<file path="config.mk">
export PLATFORM = sky130hd
export DESIGN_NAME = rom_fetch_buffer_flat
export DESIGN_NICKNAME = d
export VERILOG_FILES = /design/src/rtl/rom_fetch_buffer_if.sv /design/src/rtl/rom_fetch_buffer.sv /design/src/flat_wrapper.sv
export SDC_FILE = /design/constraint.sdc
export NUM_CORES = 1
export LEC_CHECK = 0
export BUFFER_PORTS_ARGS = -buffer_cell sky130_fd_sc_hd__buf_2
export CAP_MARGIN = 5
export CORE_UTILIZATION = 59
export CTS_BUF_LIST = sky130_fd_sc_hd__clkbuf_8
export CTS_CLUSTER_DIAMETER = 60
export DETAILED_ROUTE_END_ITERATION = 7
export PLACE_DENSITY_LB_ADDON = 0.1
export SYNTH_ARGS = -nofsm -noshare
export SYNTH_HDL_FRONTEND = slang
export SYNTH_SLANG_ARGS = --single-unit
</file>
<file path="constraint.sdc">
create_clock -name WCLK -period 2.8 [get_ports WCLK]
set_input_delay 0.14 -clock WCLK [delete_from_list [all_inputs] [get_ports WCLK]]
set_output_delay 0.14 -clock WCLK [all_outputs]
set_load 0.01 [all_outputs]
</file>
<file path="src/rtl/rom_fetch_buffer_if.sv">
// Mapper ROM strobe bus plus SDRAM read port seen by the ROM fetch buffer.
interface rom_fetch_buffer_if;
   logic [23:0] ROM_ADDR;
   logic        ROM_CE_N;
   logic        ROM_OE_N;
   logic        ROM_WORD;
   logic        INVALIDATE;
   logic        REFRESH;
   logic [15:0] ROM_Q;
   logic [22:0] MEM_ADDR;
   logic        MEM_REQ;
   logic        MEM_ACK;
   logic [15:0] MEM_DQ;
   logic        BUSY;
   logic        ERR;

   modport master (
      output ROM_ADDR, ROM_CE_N, ROM_OE_N, ROM_WORD, INVALIDATE, REFRESH, MEM_ACK, MEM_DQ,
      input  ROM_Q, MEM_ADDR, MEM_REQ, BUSY, ERR
   );

   modport slave (
      input  ROM_ADDR, ROM_CE_N, ROM_OE_N, ROM_WORD, INVALIDATE, REFRESH, MEM_ACK, MEM_DQ,
      output ROM_Q, MEM_ADDR, MEM_REQ, BUSY, ERR
   );
endinterface

</file>
<file path="src/rtl/rom_fetch_buffer.sv">
// Cartridge-ROM fetch buffer: one-word hit buffer, refresh deferral, one-deep
// newest-wins request queue and a req/ack timeout watchdog toward SDRAM.
module rom_fetch_buffer #(
   parameter int unsigned TIMEOUT  = 24,
   parameter bit          CACHE_EN = 1'b1
) (
   input  logic               WCLK,
   input  logic               RST_N,
   rom_fetch_buffer_if.slave  bus
);
   localparam int unsigned AW = 24;
   localparam int unsigned WW = 23;
   localparam int unsigned DW = 16;
   localparam int unsigned CW = 8;
   localparam logic [CW-1:0] CNT_LAST = CW'(TIMEOUT - 1);

   localparam logic [1:0] S_IDLE  = 2'd0;
   localparam logic [1:0] S_DEFER = 2'd1;
   localparam logic [1:0] S_REQ   = 2'd2;

   logic [1:0]    state_q, state_d;
   logic [DW-1:0] rom_q_q, rom_q_d;
   logic [WW-1:0] mem_addr_q, mem_addr_d;
   logic          mem_req_q, mem_req_d;
   logic          busy_q, busy_d;
   logic          err_q, err_d;
   logic          valid_q, valid_d;
   logic [WW-1:0] tag_q, tag_d;
   logic [DW-1:0] data_q, data_d;
   logic          cur_hi_q, cur_hi_d;
   logic          cur_word_q, cur_word_d;
   logic          pend_v_q, pend_v_d;
   logic [AW-1:0] pend_addr_q, pend_addr_d;
   logic          pend_word_q, pend_word_d;
   logic [CW-1:0] cnt_q, cnt_d;

   logic          strobe, req_v, req_word, req_hit, do_start, done;
   logic [AW-1:0] req_addr;

   // Byte reads put the addressed byte in [7:0] and the other byte in [15:8].
   function automatic logic [DW-1:0] fmt(input logic [DW-1:0] w, input logic hi, input logic word);
      if (word) return w;
      return hi ? {w[7:0], w[15:8]} : w;
   endfunction

   // A fresh strobe always takes priority over (and replaces) a queued one.
   always_comb begin
      strobe   = !bus.ROM_OE_N && !bus.ROM_CE_N;
      req_v    = strobe || pend_v_q;
      req_addr = strobe ? bus.ROM_ADDR : pend_addr_q;
      req_word = strobe ? bus.ROM_WORD : pend_word_q;
      req_hit  = CACHE_EN && valid_q && (tag_q == req_addr[AW-1:1]) && !bus.INVALIDATE;
   end

   always_comb begin
      state_d     = state_q;
      rom_q_d     = rom_q_q;
      mem_addr_d  = mem_addr_q;
      mem_req_d   = mem_req_q;
      err_d       = err_q;
      valid_d     = valid_q && !bus.INVALIDATE;
      tag_d       = tag_q;
      data_d      = data_q;
      cur_hi_d    = cur_hi_q;
      cur_word_d  = cur_word_q;
      pend_v_d    = pend_v_q;
      pend_addr_d = pend_addr_q;
      pend_word_d = pend_word_q;
      cnt_d       = cnt_q;
      do_start    = 1'b0;
      done        = 1'b0;

      case (state_q)
         S_IDLE: begin
            if (req_v) begin
               pend_v_d = 1'b0;
               if (req_hit) rom_q_d = fmt(data_q, req_addr[0], req_word);
               else         do_start = 1'b1;
            end
         end
         S_DEFER: begin
            if (!bus.REFRESH) begin
               state_d   = S_REQ;
               mem_req_d = 1'b1;
               cnt_d     = '0;
            end
         end
         S_REQ: begin
            cnt_d = cnt_q + CW'(1);
            if (bus.MEM_ACK) begin
               data_d  = bus.MEM_DQ;
               tag_d   = mem_addr_q;
               valid_d = !bus.INVALIDATE;
               rom_q_d = fmt(bus.MEM_DQ, cur_hi_q, cur_word_q);
               done    = 1'b1;
            end else if (cnt_q == CNT_LAST) begin
               rom_q_d = 16'hFFFF;
               err_d   = 1'b1;
               valid_d = 1'b0;
               done    = 1'b1;
            end
         end
         default: state_d = S_IDLE;
      endcase

      if ((state_q != S_IDLE) && strobe) begin
         pend_v_d    = 1'b1;
         pend_addr_d = bus.ROM_ADDR;
         pend_word_d = bus.ROM_WORD;
      end

      // A queued request that hits the freshly loaded word stays queued and is served from IDLE.
      if (done) begin
         state_d   = S_IDLE;
         mem_req_d = 1'b0;
         if (req_v && !(CACHE_EN && valid_d && (tag_d == req_addr[AW-1:1]) && !bus.INVALIDATE)) begin
            pend_v_d = 1'b0;
            do_start = 1'b1;
         end
      end

      if (do_start) begin
         mem_addr_d = req_addr[AW-1:1];
         cur_hi_d   = req_addr[0];
         cur_word_d = req_word;
         cnt_d      = '0;
         if (bus.REFRESH) begin
            state_d = S_DEFER;
         end else begin
            state_d   = S_REQ;
            mem_req_d = 1'b1;
         end
      end

      busy_d = (state_d != S_IDLE);
   end

   always_ff @(posedge WCLK) begin
      if (!RST_N) begin
         state_q     <= S_IDLE;
         rom_q_q     <= 16'hFFFF;
         mem_addr_q  <= '0;
         mem_req_q   <= 1'b0;
         busy_q      <= 1'b0;
         err_q       <= 1'b0;
         valid_q     <= 1'b0;
         tag_q       <= '0;
         data_q      <= '0;
         cur_hi_q    <= 1'b0;
         cur_word_q  <= 1'b0;
         pend_v_q    <= 1'b0;
         pend_addr_q <= '0;
         pend_word_q <= 1'b0;
         cnt_q       <= '0;
      end else begin
         state_q     <= state_d;
         rom_q_q     <= rom_q_d;
         mem_addr_q  <= mem_addr_d;
         mem_req_q   <= mem_req_d;
         busy_q      <= busy_d;
         err_q       <= err_d;
         valid_q     <= valid_d;
         tag_q       <= tag_d;
         data_q      <= data_d;
         cur_hi_q    <= cur_hi_d;
         cur_word_q  <= cur_word_d;
         pend_v_q    <= pend_v_d;
         pend_addr_q <= pend_addr_d;
         pend_word_q <= pend_word_d;
         cnt_q       <= cnt_d;
      end
   end

   assign bus.ROM_Q    = rom_q_q;
   assign bus.MEM_ADDR = mem_addr_q;
   assign bus.MEM_REQ  = mem_req_q;
   assign bus.BUSY     = busy_q;
   assign bus.ERR      = err_q;
endmodule

</file>
<file path="src/flat_wrapper.sv">
// flat-port wrapper written by rule: the top's interface ports become plain ports
module rom_fetch_buffer_flat 
#(
   parameter int unsigned TIMEOUT  = 24,
   parameter bit          CACHE_EN = 1'b1
)
  (WCLK, RST_N, bus_ROM_ADDR, bus_ROM_CE_N, bus_ROM_OE_N, bus_ROM_WORD, bus_INVALIDATE, bus_REFRESH, bus_MEM_ACK, bus_MEM_DQ, bus_ROM_Q, bus_MEM_ADDR, bus_MEM_REQ, bus_BUSY, bus_ERR);
  rom_fetch_buffer_if bus_i ();
  input  logic WCLK;
  input  logic RST_N;
  input wire logic [$bits(bus_i.ROM_ADDR)-1:0] bus_ROM_ADDR;
  input wire logic [$bits(bus_i.ROM_CE_N)-1:0] bus_ROM_CE_N;
  input wire logic [$bits(bus_i.ROM_OE_N)-1:0] bus_ROM_OE_N;
  input wire logic [$bits(bus_i.ROM_WORD)-1:0] bus_ROM_WORD;
  input wire logic [$bits(bus_i.INVALIDATE)-1:0] bus_INVALIDATE;
  input wire logic [$bits(bus_i.REFRESH)-1:0] bus_REFRESH;
  input wire logic [$bits(bus_i.MEM_ACK)-1:0] bus_MEM_ACK;
  input wire logic [$bits(bus_i.MEM_DQ)-1:0] bus_MEM_DQ;
  output wire logic [$bits(bus_i.ROM_Q)-1:0] bus_ROM_Q;
  output wire logic [$bits(bus_i.MEM_ADDR)-1:0] bus_MEM_ADDR;
  output wire logic [$bits(bus_i.MEM_REQ)-1:0] bus_MEM_REQ;
  output wire logic [$bits(bus_i.BUSY)-1:0] bus_BUSY;
  output wire logic [$bits(bus_i.ERR)-1:0] bus_ERR;
  assign bus_i.ROM_ADDR = bus_ROM_ADDR;
  assign bus_i.ROM_CE_N = bus_ROM_CE_N;
  assign bus_i.ROM_OE_N = bus_ROM_OE_N;
  assign bus_i.ROM_WORD = bus_ROM_WORD;
  assign bus_i.INVALIDATE = bus_INVALIDATE;
  assign bus_i.REFRESH = bus_REFRESH;
  assign bus_i.MEM_ACK = bus_MEM_ACK;
  assign bus_i.MEM_DQ = bus_MEM_DQ;
  assign bus_ROM_Q = bus_i.ROM_Q;
  assign bus_MEM_ADDR = bus_i.MEM_ADDR;
  assign bus_MEM_REQ = bus_i.MEM_REQ;
  assign bus_BUSY = bus_i.BUSY;
  assign bus_ERR = bus_i.ERR;
  rom_fetch_buffer #(.TIMEOUT(TIMEOUT), .CACHE_EN(CACHE_EN)) u_core (.WCLK(WCLK), .RST_N(RST_N), .bus(bus_i));
endmodule
</file>
==> metrics <==
GRT Util Overall=0.3321; period utilization=0.9402; fraction of registers with async set/reset=0; Final Cell Area=~7600 um^2; max cap viols=0; Worst slew margin=0.4153; Worst-Margin Slew=slightly below 900 ps; CP arrival=2990 ps; fin worst setup slack=about 170 ps; Setup Slack @ Placement=-132.1 ps; Post-Syn Instances=around 700; mean number of vias per cell=between 5 and 6; Synth Flop Type=dfxtp_1; largest net degree at the start of global routing=84; Num CTS Buffers=17; placed cell area=approximately 6800 um^2; critical path type=flip-flop to flip-flop; die width=between 100 and 150 um; CTS tree=built; Port Buf Inserts=between 80 and 90; worst min path class=primary input to flip-flop; Starting DRT DRC Count=~330; area grow syn2layout=25.11%; Crit Path Max Fanout=21; setup TNS=0 ps; Post-synth EDFFs=0; layout cells sized above 1=0.1880; commonest non-fill, non-tap cell in the layout=nand2_1; number of fill cells=709; Core Region=~10000 um^2; Seq/Total Area, Yosys=0.3929; die area=10,770 um^2; gpl congestion=between 0.9 and 1; # DRC=0; pwr dens=around 500 nW/um^2; Rows=36; total wire length=17,620 um; most frequent cells in the layout=nand2_1, dfxtp_1, mux2i_1; CTS sink count=120; endpoint class of the critical path=flip-flop; nets=approximately 900; initial core utilization=0.6170; FMAX=around 0.38 GHz; VDD IR-drop max=0.2955 mV; number of global-route vias before repair=between 5k and 6k; RSZ-0062 raised after global routing=no; Pre-antenna DRT Iters=6; syn_nets=between 700 and 800; clock skew=9.393 ps; clock buffer depth=2; grt total ovfl=0; first-pass GRT wire length=28,230 um; fin. max-slew vios=0; initial antenna violation count=0; fin util=0.7720; worst path required time=3160 ps; Clock Latency Late Sink=between 400 and 500 ps; Yosys cell types=50; Via Count=between 5k and 6k; Root Buffer=clkbuf_8; Ys Warns=0; Ports=90; Placed Cells=910; post-DP HPWL=around 12,000 um; status=completed; final hold slack=roughly 150 ps; synthesized cell area=~6100 um^2; Final Hold Viols=0; H-tree depth=4; total power=roughly 3.9 mW; DRT antenna net count=0; Worst-path clk slew=~70 ps; Lkg Pwr=about 3.3 nW; post-CTS setup buffers=0; type of origin of the critical path=flip-flop; final setup vio count=0; die height=around 100 um; wire length per cell=~18 um; min Tclk post-route=2632 ps; post-synthesis register bit count=120; fin cells=between 900 and 1k; ant diodes=0; Mean Syn Cell Area=between 8 and 9 um^2
==> flip-flops by register name, indices dropped and copies added, names as in the netlist <==
signal / cells
u_core.cur_word_q: 1
u_core.bus.ERR: 1
u_core.pend_v_q: 1
u_core.pend_addr_q: 24
u_core.valid_q: 1
u_core.data_q: 16
u_core.state_q: 2
u_core.bus.BUSY: 1
u_core.cnt_q: 8
u_core.pend_word_q: 1
u_core.cur_hi_q: 1
u_core.tag_q: 23
u_core.bus.MEM_ADDR: 23
u_core.bus.ROM_Q: 16
u_core.bus.MEM_REQ: 1
==> power breakdown <==
group	internal, mW	leakage [nW]	switching (mW)
Clock	0.856	0.206	0.708
Sequential	1.75	0.970	0.0300
Combinational	0.234	2.17	0.281
Total	2.84	3.34	1.02
==> synth_stat cells (all sizes together) (7+ instances only) <==
master / n / area (um^2)
buf: 14 / 87.58
a211o: 16 / 140.1
nand4: 9 / 56.30
nand2: 129 / 484.2
a21oi: 44 / 220.2
dfxtp: 120 / 2402
and3: 9 / 56.30
a221oi: 16 / 146.4
clkbuf: 31 / 116.4
nand3: 7 / 35.03
inv: 17 / 63.81
nor2: 34 / 135.1
a31oi: 8 / 56.30
o22ai: 7 / 43.79
mux2i: 105 / 1051
o21ai: 12 / 71.32
nand2b: 44 / 275.3
xnor2: 30 / 262.8
nor2b: 8 / 50.05
==> critical path, stage by stage, from the launching register on <==
cell	delay (ps)
dfxtp_1	320
nand3b_1	220
buf_12	210
mux2i_1	300
xnor2_1	170
nand4_1	130
nor4_1	320
a21oi_1	180
o21ai_4	230
buf_12	200
mux2i_1	230
==> what timing repair did <==
action                                 4_1_cts  5_1_grt
endpoints found under the hold margin       44        0
setup endpoints to repair                    0        1
hold buffers                                42        0
resized for setup                            0        2
==> final cells by class <==
cell class | instances | area [um^2] | area share
inverter | 17 | 63.81 | 0.008342
tap | 133 | 166.4 | 0.02175
timing repair buffer | 160 | 1159 | 0.1515
multi-input combinational | 522 | 3458 | 0.4521
sequential | 120 | 2402 | 0.3140
clock inverter | 12 | 125.1 | 0.01636
clock buffer | 20 | 275.3 | 0.03598
==> routing by layer <==
metal,share of wire,vias to the layer above,track usage
li1,-,2719,-
met1,0.41,2746,0.3867
met2,0.50,221,0.5748
met3,0.053,52,0.06230
met4,0.037,0,0.1806
met5,0,-,0
==> cell families after synthesis <==
| kind of cell | Yosys count | share of synthesized area |
|---|---|---|
| compound gates | 122 | 0.1385 |
| xor+xnor | 36 | 0.05156 |
| fa+ha+maj | 1 | 0.002046 |
| buf+inv | 62 | 0.04379 |
| flops | 120 | 0.3929 |
| mux | 105 | 0.1719 |
| simple gates | 258 | 0.1993 |
==> worst paths after layout <==
| kind | startpoint | to | slack (ps) | cells after the start |
|---|---|---|---|---|
| hold reg to reg | u_core.bus.ROM_Q[14]$_SDFFE_PN1P_ | u_core.bus.ROM_Q[14]$_SDFFE_PN1P_ | 460 | 1 |
| setup reg to reg | u_core.state_q[0]$_SDFF_PN0_ | u_core.bus.MEM_ADDR[3]$_SDFFE_PN0P_ | 170 | 10 |
| setup / recovery | u_core.state_q[0]$_SDFF_PN0_ | u_core.bus.MEM_ADDR[3]$_SDFFE_PN0P_ | 170 | 10 |
| hold / removal | bus_INVALIDATE | u_core.valid_q$_SDFF_PN0_ | 150 | 4 |
Power figures use the tool's default switching activity.
